===== src/rtl/uart_rx_if.sv =====
// Host-side bundle for the UART receiver: serial pin, read strobe, received byte and status flags.
interface uart_rx_if;
  logic       rxd;
  logic       rd_ack;
  logic [7:0] dout;
  logic       rdy;
  logic       ferr;
  logic       perr;
  logic       oerr;

  // Host / line driver side
  modport master (
    output rxd,
    output rd_ack,
    input  dout,
    input  rdy,
    input  ferr,
    input  perr,
    input  oerr
  );

  // Receiver side
  modport slave (
    input  rxd,
    input  rd_ack,
    output dout,
    output rdy,
    output ferr,
    output perr,
    output oerr
  );
endinterface


===== src/rtl/uart_rx.sv =====
// UART receiver: 16x oversampled, LSB-first, idle-high line with ready/ack host handshake.
// Optional even parity bit enabled by defining UART_RX_PARITY_EN (11-bit frame);
// without it the frame is 10 bits and perr is tied low.
module uart_rx #(
  parameter int unsigned BAUD_DIV = 326
) (
  input  logic     clk,
  input  logic     rst,
  uart_rx_if.slave bus
);

  localparam int unsigned CNT_W      = 16;
  localparam int unsigned TCNT_W     = 4;
  localparam int unsigned OVERSAMPLE = 16;
  localparam int unsigned MID_TICK   = 7;
  localparam int unsigned LAST_TICK  = OVERSAMPLE - 1;

  typedef enum logic [2:0] {
    S_IDLE,
    S_START,
    S_DATA,
`ifdef UART_RX_PARITY_EN
    S_PARITY,
`endif
    S_STOP,
    S_WAIT_IDLE
  } state_t;

  logic              r_sync1;
  logic              r_sync2;
  logic              w_rxs;
  logic [CNT_W-1:0]  r_baud_cnt;
  logic              w_tick;
  logic              w_at_mid;
  logic              w_at_end;
  logic              w_done;
  state_t            r_state;
  logic [TCNT_W-1:0] r_tcnt;
  logic [2:0]        r_bitcnt;
  logic [7:0]        r_sr;
  logic [7:0]        r_dout;
  logic              r_rdy;
  logic              r_ferr;
  logic              r_oerr;
`ifdef UART_RX_PARITY_EN
  logic              r_pbit;
  logic              r_perr;
`endif

  assign w_rxs    = r_sync2;
  assign w_tick   = (r_baud_cnt == CNT_W'(BAUD_DIV - 1));
  assign w_at_mid = w_tick && (r_tcnt == TCNT_W'(MID_TICK));
  assign w_at_end = w_tick && (r_tcnt == TCNT_W'(LAST_TICK));
  assign w_done   = (r_state == S_STOP) && w_at_end;

  // Two-flop synchroniser for the asynchronous serial line
  always_ff @(posedge clk or posedge rst) begin
    if (rst) begin
      r_sync1 <= 1'b1;
      r_sync2 <= 1'b1;
    end else begin
      r_sync1 <= bus.rxd;
      r_sync2 <= r_sync1;
    end
  end

  // Free-running oversample tick generator
  always_ff @(posedge clk or posedge rst) begin
    if (rst) begin
      r_baud_cnt <= '0;
    end else if (w_tick) begin
      r_baud_cnt <= '0;
    end else begin
      r_baud_cnt <= r_baud_cnt + CNT_W'(1);
    end
  end

  // Frame state machine; tick count restarts on every state entry
  always_ff @(posedge clk or posedge rst) begin
    if (rst) begin
      r_state  <= S_IDLE;
      r_tcnt   <= '0;
      r_bitcnt <= '0;
      r_sr     <= '0;
`ifdef UART_RX_PARITY_EN
      r_pbit   <= 1'b0;
`endif
    end else begin
      if (w_tick) begin
        r_tcnt <= r_tcnt + TCNT_W'(1);
      end
      case (r_state)
        S_IDLE: begin
          if (!w_rxs) begin
            r_state <= S_START;
            r_tcnt  <= '0;
          end
        end
        S_START: begin
          if (w_at_mid) begin
            r_tcnt <= '0;
            if (!w_rxs) begin
              r_state  <= S_DATA;
              r_bitcnt <= '0;
            end else begin
              r_state <= S_IDLE;
            end
          end
        end
        S_DATA: begin
          if (w_at_end) begin
            r_sr     <= {w_rxs, r_sr[7:1]};
            r_bitcnt <= r_bitcnt + 3'd1;
            if (r_bitcnt == 3'd7) begin
              r_tcnt <= '0;
`ifdef UART_RX_PARITY_EN
              r_state <= S_PARITY;
`else
              r_state <= S_STOP;
`endif
            end
          end
        end
`ifdef UART_RX_PARITY_EN
        S_PARITY: begin
          if (w_at_end) begin
            r_pbit  <= w_rxs;
            r_state <= S_STOP;
            r_tcnt  <= '0;
          end
        end
`endif
        S_STOP: begin
          if (w_at_end) begin
            r_tcnt  <= '0;
            r_state <= w_rxs ? S_IDLE : S_WAIT_IDLE;
          end
        end
        S_WAIT_IDLE: begin
          // A held-low line (break) must return high before a new start is accepted
          if (w_rxs) begin
            r_state <= S_IDLE;
            r_tcnt  <= '0;
          end
        end
        default: begin
          r_state <= S_IDLE;
          r_tcnt  <= '0;
        end
      endcase
    end
  end

  // Host handshake: completion sets rdy and ORs in sticky errors; rd_ack clears, completion wins
  always_ff @(posedge clk or posedge rst) begin
    if (rst) begin
      r_dout <= '0;
      r_rdy  <= 1'b0;
      r_ferr <= 1'b0;
      r_oerr <= 1'b0;
`ifdef UART_RX_PARITY_EN
      r_perr <= 1'b0;
`endif
    end else if (w_done) begin
      r_dout <= r_sr;
      r_rdy  <= 1'b1;
      r_ferr <= (r_ferr & ~bus.rd_ack) | ~w_rxs;
      r_oerr <= (r_oerr | r_rdy) & ~bus.rd_ack;
`ifdef UART_RX_PARITY_EN
      r_perr <= (r_perr & ~bus.rd_ack) | (^{r_sr, r_pbit});
`endif
    end else if (bus.rd_ack) begin
      r_rdy  <= 1'b0;
      r_ferr <= 1'b0;
      r_oerr <= 1'b0;
`ifdef UART_RX_PARITY_EN
      r_perr <= 1'b0;
`endif
    end
  end

  assign bus.dout = r_dout;
  assign bus.rdy  = r_rdy;
  assign bus.ferr = r_ferr;
  assign bus.oerr = r_oerr;
`ifdef UART_RX_PARITY_EN
  assign bus.perr = r_perr;
`else
  assign bus.perr = 1'b0;
`endif

endmodule


===== src/flat_wrapper.sv =====
// flat-port wrapper written by rule: the top's interface ports become plain ports
module uart_rx_flat 
#(
  parameter int unsigned BAUD_DIV = 326
)
  (clk, rst, bus_rxd, bus_rd_ack, bus_dout, bus_rdy, bus_ferr, bus_perr, bus_oerr);
  uart_rx_if bus_i ();
  input  logic clk;
  input  logic rst;
  input wire logic [$bits(bus_i.rxd)-1:0] bus_rxd;
  input wire logic [$bits(bus_i.rd_ack)-1:0] bus_rd_ack;
  output wire logic [$bits(bus_i.dout)-1:0] bus_dout;
  output wire logic [$bits(bus_i.rdy)-1:0] bus_rdy;
  output wire logic [$bits(bus_i.ferr)-1:0] bus_ferr;
  output wire logic [$bits(bus_i.perr)-1:0] bus_perr;
  output wire logic [$bits(bus_i.oerr)-1:0] bus_oerr;
  assign bus_i.rxd = bus_rxd;
  assign bus_i.rd_ack = bus_rd_ack;
  assign bus_dout = bus_i.dout;
  assign bus_rdy = bus_i.rdy;
  assign bus_ferr = bus_i.ferr;
  assign bus_perr = bus_i.perr;
  assign bus_oerr = bus_i.oerr;
  uart_rx #(.BAUD_DIV(BAUD_DIV)) u_core (.clk(clk), .rst(rst), .bus(bus_i));
endmodule

===== config.mk =====
export PLATFORM = sky130hd
export DESIGN_NAME = uart_rx_flat
export DESIGN_NICKNAME = d
export VERILOG_FILES = /design/src/rtl/uart_rx_if.sv /design/src/rtl/uart_rx.sv /design/src/flat_wrapper.sv
export SDC_FILE = /design/constraint.sdc
export NUM_CORES = 1
export LEC_CHECK = 0
export BUFFER_PORTS_ARGS = -buffer_cell sky130_fd_sc_hd__buf_2
export CAP_MARGIN = 20
export CORE_MARGIN = 5
export CORE_UTILIZATION = 29
export CTS_CLUSTER_SIZE = 8
export DETAILED_ROUTE_END_ITERATION = 16
export PLACE_DENSITY = 0.51
export SLEW_MARGIN = 5
export SYNTH_ARGS = -nofsm -noshare
export SYNTH_HDL_FRONTEND = slang
export SYNTH_SLANG_ARGS = --single-unit

===== constraint.sdc =====
create_clock -name clk -period 2.15 [get_ports clk]
set_input_delay 0.1075 -clock clk [delete_from_list [all_inputs] [get_ports clk]]
set_output_delay 0.1075 -clock clk [all_outputs]
set_load 0.1 [all_outputs]

After elaboration in Yosys (flattened, before gate mapping)

Cells that the tools add are included.

Bits in registers: 47
Bits of input ports: 4
Output and inout bits: 12

$add $sub $neg: 3
Equal/unequal tests: 15
Mux-type cells: 26
Bitwise gates (word level): 6
Reductions and logical operators: 9

Operators with widths:

| operator                | number |
|---|---|
| $mux W3                 | 10 |
| $mux W4                 | 7 |
| $pmux W4 S5             | 1 |
| $add A16 B1 Y16 const B | 1 |
| $eq A16 B9 Y1 const B   | 1 |
| $mux W16                | 1 |
| $pmux W3 S5             | 1 |
| $ne A2 B1 Y1 const B    | 5 |
| $eq A3 B2 Y1 const B    | 2 |
| $eq A3 B3 Y1 const B    | 2 |
| $pmux W3 S2             | 1 |
| $reduce_and A6 Y1       | 1 |
| $add A4 B1 Y4 const B   | 1 |
| $eq A4 B3 Y1 const B    | 1 |
| $eq A4 B4 Y1 const B    | 1 |
| $mux W1                 | 4 |
| $ne A2 B2 Y1 const B    | 2 |
| $reduce_and A4 Y1       | 1 |
| $reduce_bool A2 Y1      | 2 |
| $add A3 B1 Y3 const B   | 1 |
| $eq A3 B1 Y1 const B    | 1 |
| $logic_and A1 B1 Y1     | 3 |
| $logic_not A3 Y1        | 1 |
| $and A1 B1 Y1           | 2 |
| 4 further kinds         | 6 |

Depth between registers and ports, before layout

Gate-level depths: netlist of run 1.

Depth after elaboration: 5
Depth in mapped cells: 8

Least setup slack after synthesis of run 1

OpenSTA, ideal clock, no wires.

Path type: reg2reg
Start: reg u_core.r_baud_cnt[1]
End: reg u_core.r_sr[0]
Data arrival time: 1.631 ns
Setup slack: 0.394 ns
Stages on the path, launching flop included: 8
Buffers on the path: 1
Period minus slack after synthesis: 1.756 ns
Path through: dfrtp_1 -> inv_1 -> ha_1 -> nor4b_1 -> and4_1 -> buf_4 -> nand4_2 -> mux2_2

Word-level cells in the longest chain between the ends: 3

Ends and longest elaborated chain:

| element                            | line           | source |
|---|---|---|
| start, declared                    | uart_rx.sv:32  | `logic [CNT_W-1:0] r_baud_cnt;` |
| start signal, assigned             | uart_rx.sv:74  | `r_baud_cnt <= r_baud_cnt + CNT_W'(1);` |
| $eq A16 B9 Y1                      | uart_rx.sv:51  | `assign w_tick = (r_baud_cnt == CNT_W'(BAUD_DIV - 1));` |
| $logic_and A1 B1 Y1                | uart_rx.sv:53  | `assign w_at_end = w_tick && (r_tcnt == TCNT_W'(LAST_TICK));` |
| $reduce_and A2 Y1 (no source line) | n/a            |  |
| end signal, assigned               | uart_rx.sv:112 | `r_sr <= {w_rxs, r_sr[7:1]};` |
| end, declared                      | uart_rx.sv:40  | `logic [7:0] r_sr;` |

No other way between the ends.
A chain may end at the register's enable or synchronous reset.

Worst setup path after layout of run 1

Start: reg u_core.r_baud_cnt[1]
End: reg u_core.r_sr[6]

Same word-level chain as after synthesis.

==> results of run 1 <==
## state kept, by name, indices dropped and copies added, names as in the netlist, 3 cells and up
| register | count |
|---|---|
| u_core.r_tcnt | 4 |
| u_core.r_bitcnt | 3 |
| u_core.r_baud_cnt | 16 |
| u_core.bus.dout | 8 |
| u_core.r_state | 3 |
| u_core.r_sr | 8 |
## area by class of cell
cell class                 instances  area (µm²)
clock buffer                       5        68.8
clock inverter                     3        46.3
fill                             776        5020
inverter                          10        37.5
multi-input combinational        123         951
sequential                        47        1180
tap                              102         128
timing repair buffer              26         180
## placed cells by master (no fill, tap or decap), types with 3 or more instances in the layout
master          n
buf_2          14
mux2_2         17
nand3_1         8
a21oi_1         5
xor2_1          9
and3_1          7
inv_1           9
clkbuf_8        5
dfrtp_1        45
dlygate4sd3_1   3
ha_1            5
mux2i_1         3
buf_4           8
xnor2_1         8
nand2_1         5
nor4b_1         3
and4_1          4
nand4_1         7
nor2_1          9
nor3_1          6
## metal layers
metal	part of all wire	GRT usage	wire (µm)
met5	0	0	0
met4	0.011	0.0288	43
met3	0.035	0.0258	139
met2	0.47	0.137	1870
met1	0.49	0.120	1950
## kinds of logic (layout without fill, tap and decap cells)
family          count (synthesis)  after routing  share of synthesized area
compound gates                 17             17                     0.0523
xor+xnor                       17             17                     0.0670
fa+ha+maj                       5              5                     0.0281
buf+inv                        19             44                     0.0422
flops                          47             47                      0.530
mux                            20             20                     0.0996
other cells                     1              1                    0.00169
simple gates                   63             63                      0.179
## metrics by stage
step,instances,hold WS (ns),utilization
after global routing,316,0.353,0.340
final,316,0.352,0.340
after CTS,316,0.352,0.340
after detailed placement,305,0.177,0.321
after floorplan,189,0.112,-
after global placement,305,0.173,0.321
## worst max path at each step
stage | start | to | slack, ns | cells after the start
final | u_core.r_baud_cnt[1] | u_core.r_sr[6] | 0.16 | 6
after global routing | u_core.r_baud_cnt[1] | u_core.r_sr[0] | 0.02 | 6
after CTS | u_core.r_baud_cnt[1] | u_core.r_sr[6] | 0.15 | 6
after detailed placement | u_core.r_baud_cnt[1] | u_core.r_sr[6] | 0.15 | 6
after global placement | u_core.r_baud_cnt[1] | u_core.r_sr[2] | 0.19 | 6
after floorplan | u_core.r_baud_cnt[1] | u_core.r_sr[0] | 0.39 | 7
## critical path, stage by stage (launching register included)
cell	delay [ns]
dfrtp_1	0.43
inv_1	0.07
ha_1	0.14
nor4b_1	0.21
and4_1	0.40
nand4_2	0.30
mux2_2	0.35
## report_power, final
part	internal [mW]	switching, mW
clock	0.351	0.316
sequential	0.887	0.00228
combinational	0.0113	0.0288
total	1.25	0.348
==> out/results.tsv, run 1 <==
stage	metric	value	unit
run_status	status	complete, no violations	
setup_path	Crit Path Category	register to register	
setup_path	crit path launch type	register	
sta	Fin. Hold Viols	0	
synth	Post-synth EDFFs	0	
sta	worst-margin pin slew	0.516	ns
final_layout	share of layout cells above drive strength 1	0.257	
floorplan	Die X	97.6	µm
floorplan	Ports	16	
global_routing	vias in the first global route	1469	
clocking	Worst-path clk slew	0.09	ns
hold_path	worst min path class	register to register	
clocking	Worst-Skew Late Latency	0.30	ns
sta	setup TNS	0	ns
synth	#FFs+latches synth	47	
synth	Syn Nets	198	
hold_path	worst hold start	u_core.r_sync1	
power	Max VDD drop	0.000327	V
synth	post-synth top area share	0.506	
clocking	clk sinks	47	
setup_path	WP data required	2.34	ns
synth	number of distinct library cells after synthesis	44	
synth	Mean Syn Cell Area	11.8	µm²
hold_path	WHS Endpoint	u_core.r_sync2	
detailed_routing	WL final	4000	µm
detailed_routing	WL/cell	12.7	µm
detailed_routing	antenna viol nets, final	0	
setup_path	reg2reg setup slack	0.16	ns
power	Tot Pwr	1.60	mW
power	total power per unit cell area	616	nW/µm²
sta	post-route clock skew	0.00858	ns
place	Port Buffers	14	
sta	# setup viols final	0	
clocking	CTS root buffer	clkbuf_8	
sta	Final Max Tran Viols	0	
synth	Synth Cell Area	2220	µm²
sta	Max Clk Rate	502	MHz
synth	Seq/Total Area, Yosys	0.530	
global_routing	GRT Util Overall	0.0890	
clocking	# resized after CTS	0	
detailed_routing	Vias	1481	
place	Area after DPL	2440	µm²
floorplan	initial core utilization	0.292	
detailed_routing	vias per cell	4.69	
setup_path	worst path arrival time	2.19	ns
clocking	CTS tree	yes	
floorplan	Rows	32	
global_routing	Congestion Overflow GR	0	
synth	count leader, synth	dfrtp_1	
synth	synthesized instance count	189	
final_layout	Design Area, Final	2590	µm²
synth	Area contributors post-synth	dfrtp_1 51%, mux2_2 8.6%, xor2_1 3.5%	
final_layout	post-synthesis to final-layout area growth	16.5	%
sta	fin crit share	0.927	
clocking	Setup Buffers After CTS	0	
detailed_routing	DR pass1 iterations	4	
job	Max Cap Viol	0	
setup_path	R2R Path Start	u_core.r_baud_cnt[1]	
global_routing	first-pass GRT wire length	7070	µm
floorplan	die area	9520	µm²
place	dpl hpwl	2820	µm
place	routability cong.	0.777	
final_layout	nets	222	
synth	ys async rst share	1.00	
sta	Setup WS post-layout	0.156	ns
clocking	hold buffers post-CTS	3	
synth	cell taking the most area after synthesis	dfrtp_1	
setup_path	critical-path maximum fanout	8	
sta	Final min period	1.99	ns
global_routing	initial antenna violation count	0	
setup_path	FF-to-FF path depth	6	
clocking	TritonCTS Buffers	5	
final_layout	ANT cells	0	
floorplan	core area	7610	µm²
synth	Synth Flop Type	dfrtp_1	
power	Pleak	1.27	nW
sta	max_slew headroom	0.656	
clocking	Max clock buf depth	2	
global_routing	largest net degree at the start of global routing	27	
floorplan	Die Height	97.6	µm
place	pre-CTS setup slack	0.152	ns
detailed_routing	number of DRC markers in iteration 0	42	
setup_path	Crit. End Element	register	
synth	Synth top cells by count	45 x dfrtp_1, 17 x mux2_2, 10 x inv_1	
clocking	H-Tree Depth	2	
detailed_routing	DRC viols	0	
synth	Yosys Warn Count	0	
sta	unrepaired setup endpoints after global routing	false	
setup_path	FF-to-FF End	u_core.r_sr[6]	
hold_path	Worst Hold Depth	0	
(Power assumes the default switching activity.)
==> inputs of run 2 (changes only) <==
==> constraint.sdc (replaced) <==
create_clock -name clk -period 2.4 [get_ports clk]
set_input_delay 0.12 -clock clk [delete_from_list [all_inputs] [get_ports clk]]
set_output_delay 0.12 -clock clk [all_outputs]
set_load 0.1 [all_outputs]
==> run 2 against run 1 <==
Effect of this change:
- routed wire length is 2.0% lower
- via count down 3.4%
- final cell count decreased by 2.2%
- sequential cell count unchanged
- sequential share of layout area is 1.2 points higher
- worst setup slack better by 0.17 ns
==> out/results.tsv, run 2 (same netlist as run 1, synthesis figures left out) <==
stage	metric	value	unit
detailed_routing	DRC viols	0	
setup_path	WP data required	2.60	ns
sta	Min Hold Slack	0.0207	ns
detailed_routing	WL final	3920	µm
floorplan	Die Height	97.6	µm
detailed_routing	DR pass1 iterations	4	
hold_path	worst min path class	input port to register	
sta	Fin. Hold Viols	0	
sta	fin crit share	0.864	
sta	max_slew headroom	0.666	
global_routing	largest net degree at the start of global routing	25	
detailed_routing	antenna viol nets, final	0	
power	Max VDD drop	0.000342	V
final_layout	most frequent cells in the layout	45 x dfrtp_1, 17 x mux2_2, 14 x buf_2	
clocking	Setup Buffers After CTS	0	
final_layout	ANT cells	0	
detailed_routing	number of DRC markers in iteration 0	80	
clocking	CTS root buffer	clkbuf_8	
global_routing	initial antenna violation count	0	
place	Port Buffers	14	
clocking	# resized after CTS	0	
place	placed insts	299	
place	dpl hpwl	2730	µm
sta	Max Clk Rate	482	MHz
setup_path	worst path arrival time	2.27	ns
setup_path	Crit. End Element	register	
setup_path	crit path launch type	register	
floorplan	initial core utilization	0.292	
clocking	Worst-Skew Late Latency	0.30	ns
floorplan	core area	7610	µm²
final_layout	max reg flops	16	
global_routing	Congestion Overflow GR	0	
final_layout	commonest non-fill, non-tap cell in the layout	dfrtp_1	
floorplan	Rows	32	
power	Tot Pwr	1.43	mW
global_routing	vias in the first global route	1511	
detailed_routing	vias per cell	4.63	
sta	Final Max Tran Viols	0	
clocking	Worst-path clk slew	0.09	ns
final_layout	post-synthesis to final-layout area growth	13.5	%
clocking	H-Tree Depth	2	
final_layout	# fillers	792	
power	total power per unit cell area	567	nW/µm²
job	Max Cap Viol	0	
global_routing	GRT Util Overall	0.0906	
clocking	hold buffers post-CTS	2	
setup_path	critical-path maximum fanout	8	
detailed_routing	WL/cell	12.7	µm
sta	worst-margin pin slew	0.501	ns
final_layout	final cell count without fillers	309	
final_layout	nets	215	
sta	# setup viols final	0	
sta	post-route clock skew	0.00621	ns
floorplan	die area	9520	µm²
clocking	CTS tree	yes	
sta	unrepaired setup endpoints after global routing	false	
global_routing	first-pass GRT wire length	7180	µm
clocking	clk sinks	47	
run_status	status	complete, no violations	
final_layout	share of layout cells above drive strength 1	0.237	
clocking	TritonCTS Buffers	5	
place	routability cong.	0.806	
final_layout	Biggest register	u_core.r_baud_cnt	
clocking	Max clock buf depth	2	
detailed_routing	Vias	1431	
power	Pleak	1.24	nW
setup_path	Crit Path Category	register to register	
sta	Final min period	2.07	ns
floorplan	Die X	97.6	µm
sta	setup TNS	0	ns
floorplan	Ports	16	
==> run 2: critical path: stages, from the launching register on <==
cell     delay [ns]
dfrtp_1        0.42
inv_1          0.07
ha_1           0.15
nor4b_1        0.22
and4_1         0.44
nand4_2        0.31
mux2_2         0.36
==> run 2: path summary, 6_finish.rpt <==
kind,start,to,slack [ns],cells after the start
max reg2reg,u_core.r_baud_cnt[1],u_core.r_sr[0],0.33,6
max,u_core.r_baud_cnt[1],u_core.r_sr[0],0.33,6
max in group asynchronous,rst,u_core.r_sync1,1.28,4
min in group asynchronous,rst,u_core.r_baud_cnt[6],0.38,3
min reg2reg,u_core.r_sync1,u_core.r_sync2,0.36,0
min,bus_rd_ack,u_core.bus.oerr,0.02,2
==> run 2: where the power goes <==
group / internal [mW] / total (mW) / switching [mW]
Clock: 0.316 / 0.602 / 0.286
Sequential: 0.794 / 0.796 / 0.00215
Combinational: 0.00689 / 0.0316 / 0.0247
==> run 2: layout make-up <==
| cell class | instances | area [µm²] | area share |
|---|---|---|---|
| Clock buffer | 5 | 68.8 | 0.0273 |
| Clock inverter | 3 | 47.5 | 0.0188 |
| Multi-Input combinational cell | 123 | 951 | 0.377 |
| Tap cell | 102 | 128 | 0.0506 |
| Sequential cell | 47 | 1180 | 0.467 |
| Inverter | 10 | 37.5 | 0.0149 |
| Timing Repair Buffer | 19 | 113 | 0.0446 |
==> run 2: per-layer routing <==
metal  track usage  vias up  routed length [µm]
li1              -      709                   -
met1         0.123      691                1990
met2         0.136       23                1710
met3        0.0251        8                 154
met4        0.0373        0                  74
met5             0        -                   0
==> run 2: per-stage QoR <==
stage          setup WS (ns)  cell area (µm²)  utilization
2_1_floorplan          0.644             2220            -
3_3_place_gp           0.355             2390        0.314
3_5_place_dp           0.336             2390        0.314
4_1_cts                0.323             2520        0.332
5_1_grt                0.205             2520        0.332
6_report               0.327             2520        0.332
==> inputs of run 3 (changes only) <==
--- a/config.mk
+++ b/config.mk
@@ -11,7 +11,7 @@
 export CORE_UTILIZATION = 29
 export CTS_CLUSTER_SIZE = 8
 export DETAILED_ROUTE_END_ITERATION = 16
-export PLACE_DENSITY = 0.51
+export PLACE_DENSITY = 0.54
 export SLEW_MARGIN = 5
 export SYNTH_ARGS = -nofsm -noshare
 export SYNTH_HDL_FRONTEND = slang
==> run 3 against run 2 <==
Effect of this change:
- utilization grew 0.21 points
- critical path depth stayed put
- via count increased by 1.3%
- critical endpoint is now u_core.r_sr[2]
==> out/results.tsv, run 3 (same netlist as run 1, synthesis figures left out) <==
stage	metric	value	unit
run_status	status	complete, no violations	
sta	worst-margin pin slew	0.535	ns
clocking	clk sinks	47	
setup_path	Crit. End Element	register	
setup_path	worst path arrival time	2.29	ns
clocking	CTS root buffer	clkbuf_8	
power	total power per unit cell area	562	nW/µm²
power	Int Power	1.12	mW
job	Max Cap Viol	0	
setup_path	WP data required	2.60	ns
global_routing	vias in the first global route	1509	
detailed_routing	antenna viol nets, final	0	
final_layout	nets	217	
clocking	TritonCTS Buffers	5	
final_layout	Biggest register	u_core.r_baud_cnt	
sta	post-route clock skew	0.0118	ns
clocking	Worst-Skew Late Latency	0.31	ns
place	dpl hpwl	2890	µm
clocking	CTS tree	yes	
power	logic gate share of total power	0.023	
sta	Max Clk Rate	478	MHz
sta	Final Max Tran Viols	0	
detailed_routing	WL final	4040	µm
final_layout	final cell count without fillers	311	
detailed_routing	vias per cell	4.66	
power	P_sw	0.310	mW
sta	Final min period	2.09	ns
hold_path	worst min path class	register to register	
clocking	Worst-path clk slew	0.10	ns
floorplan	Die Height	97.6	µm
final_layout	commonest non-fill, non-tap cell in the layout	dfrtp_1	
sta	# setup viols final	0	
sta	setup TNS	0	ns
setup_path	crit path launch type	register	
floorplan	Rows	32	
final_layout	post-synthesis to final-layout area growth	14.2	%
power	Clock power frac	0.418	
power	sw frac	0.217	
detailed_routing	DRC viols	0	
clocking	Max clock buf depth	2	
sta	Setup WS post-layout	0.310	ns
sta	Fin. Hold Viols	0	
place	placed insts	300	
floorplan	initial core utilization	0.292	
power	sequential group share of total power	0.559	
power	Pleak	1.24	nW
detailed_routing	WL/cell	13.0	µm
detailed_routing	DR pass1 iterations	4	
sta	fin crit share	0.871	
global_routing	first-pass GRT wire length	7250	µm
setup_path	Crit Path Category	register to register	
floorplan	Ports	16	
power	Max VDD drop	0.000324	V
floorplan	die area	9520	µm²
place	pre-CTS setup slack	0.313	ns
global_routing	GRT Util Overall	0.0925	
final_layout	ANT cells	0	
global_routing	initial antenna violation count	0	
place	routability cong.	0.778	
final_layout	max reg flops	16	
sta	unrepaired setup endpoints after global routing	false	
detailed_routing	Vias	1450	
final_layout	# fillers	779	
global_routing	Congestion Overflow GR	0	
setup_path	critical-path maximum fanout	8	
floorplan	Die X	97.6	µm
sta	max_slew headroom	0.643	
global_routing	largest net degree at the start of global routing	27	
detailed_routing	number of DRC markers in iteration 0	81	
floorplan	core area	7610	µm²
final_layout	share of layout cells above drive strength 1	0.239	
final_layout	most frequent cells in the layout	45 x dfrtp_1, 17 x mux2_2, 14 x buf_2	
clocking	H-Tree Depth	2	
place	Port Buffers	14	
run 3: changes by cell type in the layout (fill, tap and decap cells not counted), sizes merged:
cell         before  now
buf              17   18
clkinv            1    0
clkinvlp          0    1
dlygate4sd3       2    3
run 3: worst paths after layout:
check | endpoint | cells after the start | slack (ns) | start
min in group asynchronous | u_core.bus.dout[2] | 3 | 0.39 | rst
worst min-delay path | u_core.r_sync2 | 0 | 0.37 | u_core.r_sync1
worst max register to register | u_core.r_sr[2] | 6 | 0.31 | u_core.r_baud_cnt[1]
max in group asynchronous | u_core.r_sync2 | 4 | 1.25 | rst
worst min register to register | u_core.r_sync2 | 0 | 0.37 | u_core.r_sync1
worst max-delay path | u_core.r_sr[2] | 6 | 0.31 | u_core.r_baud_cnt[1]
run 3: metrics by stage:
step	area (µm²)	hold slack, ns	total power [mW]	utilization
5_1_grt	2540	0.376	1.49	0.334
2_1_floorplan	2220	0.124	0.834	-
3_3_place_gp	2390	0.195	0.843	0.315
6_report	2540	0.369	1.43	0.334
4_1_cts	2540	0.371	1.46	0.334
3_5_place_dp	2390	0.202	0.844	0.315
run 3: cell type report:
type / count / area, µm² / share of cell area
multi-input combinational: 123 / 951 / 0.374
tap: 102 / 128 / 0.0502
inverter: 10 / 37.5 / 0.0148
clock inverter: 3 / 46.3 / 0.0182
timing repair buffer: 21 / 130 / 0.0512
clock buffer: 5 / 68.8 / 0.0271
sequential: 47 / 1180 / 0.464
run 3: power groups by stage:
stage	Clock [mW]	Combinational, mW	Sequential, mW
after floorplan	0	0.0226	0.811
after global placement	0	0.0306	0.812
after detailed placement	0	0.0314	0.812
after CTS	0.625	0.0350	0.797
after global routing	0.654	0.0389	0.797
final	0.596	0.0332	0.797
run 3: critical path: stages (launching register included):
cell and delay (ns):
dfrtp_1 0.42, inv_1 0.07, ha_1 0.15, nor4b_1 0.22
and4_1 0.46, nand4_2 0.31, mux2_2 0.36
run 3: repair_timing:
item / CTS / global route
endpoints found under the hold margin: 26 / 0
resized for setup: 0 / 0
hold buffers: 3 / 0
setup buffers: 0 / 0
run 3: per-layer routing:
metal  share of wire  wire, µm  global-route usage  vias to the layer above
li1                -         -                   -                      711
met2            0.45      1810               0.138                       21
met5               0         0                   0                        -
met1            0.49      1990               0.125                      710
met3           0.040       160              0.0251                        8
met4           0.020        82              0.0415                        0
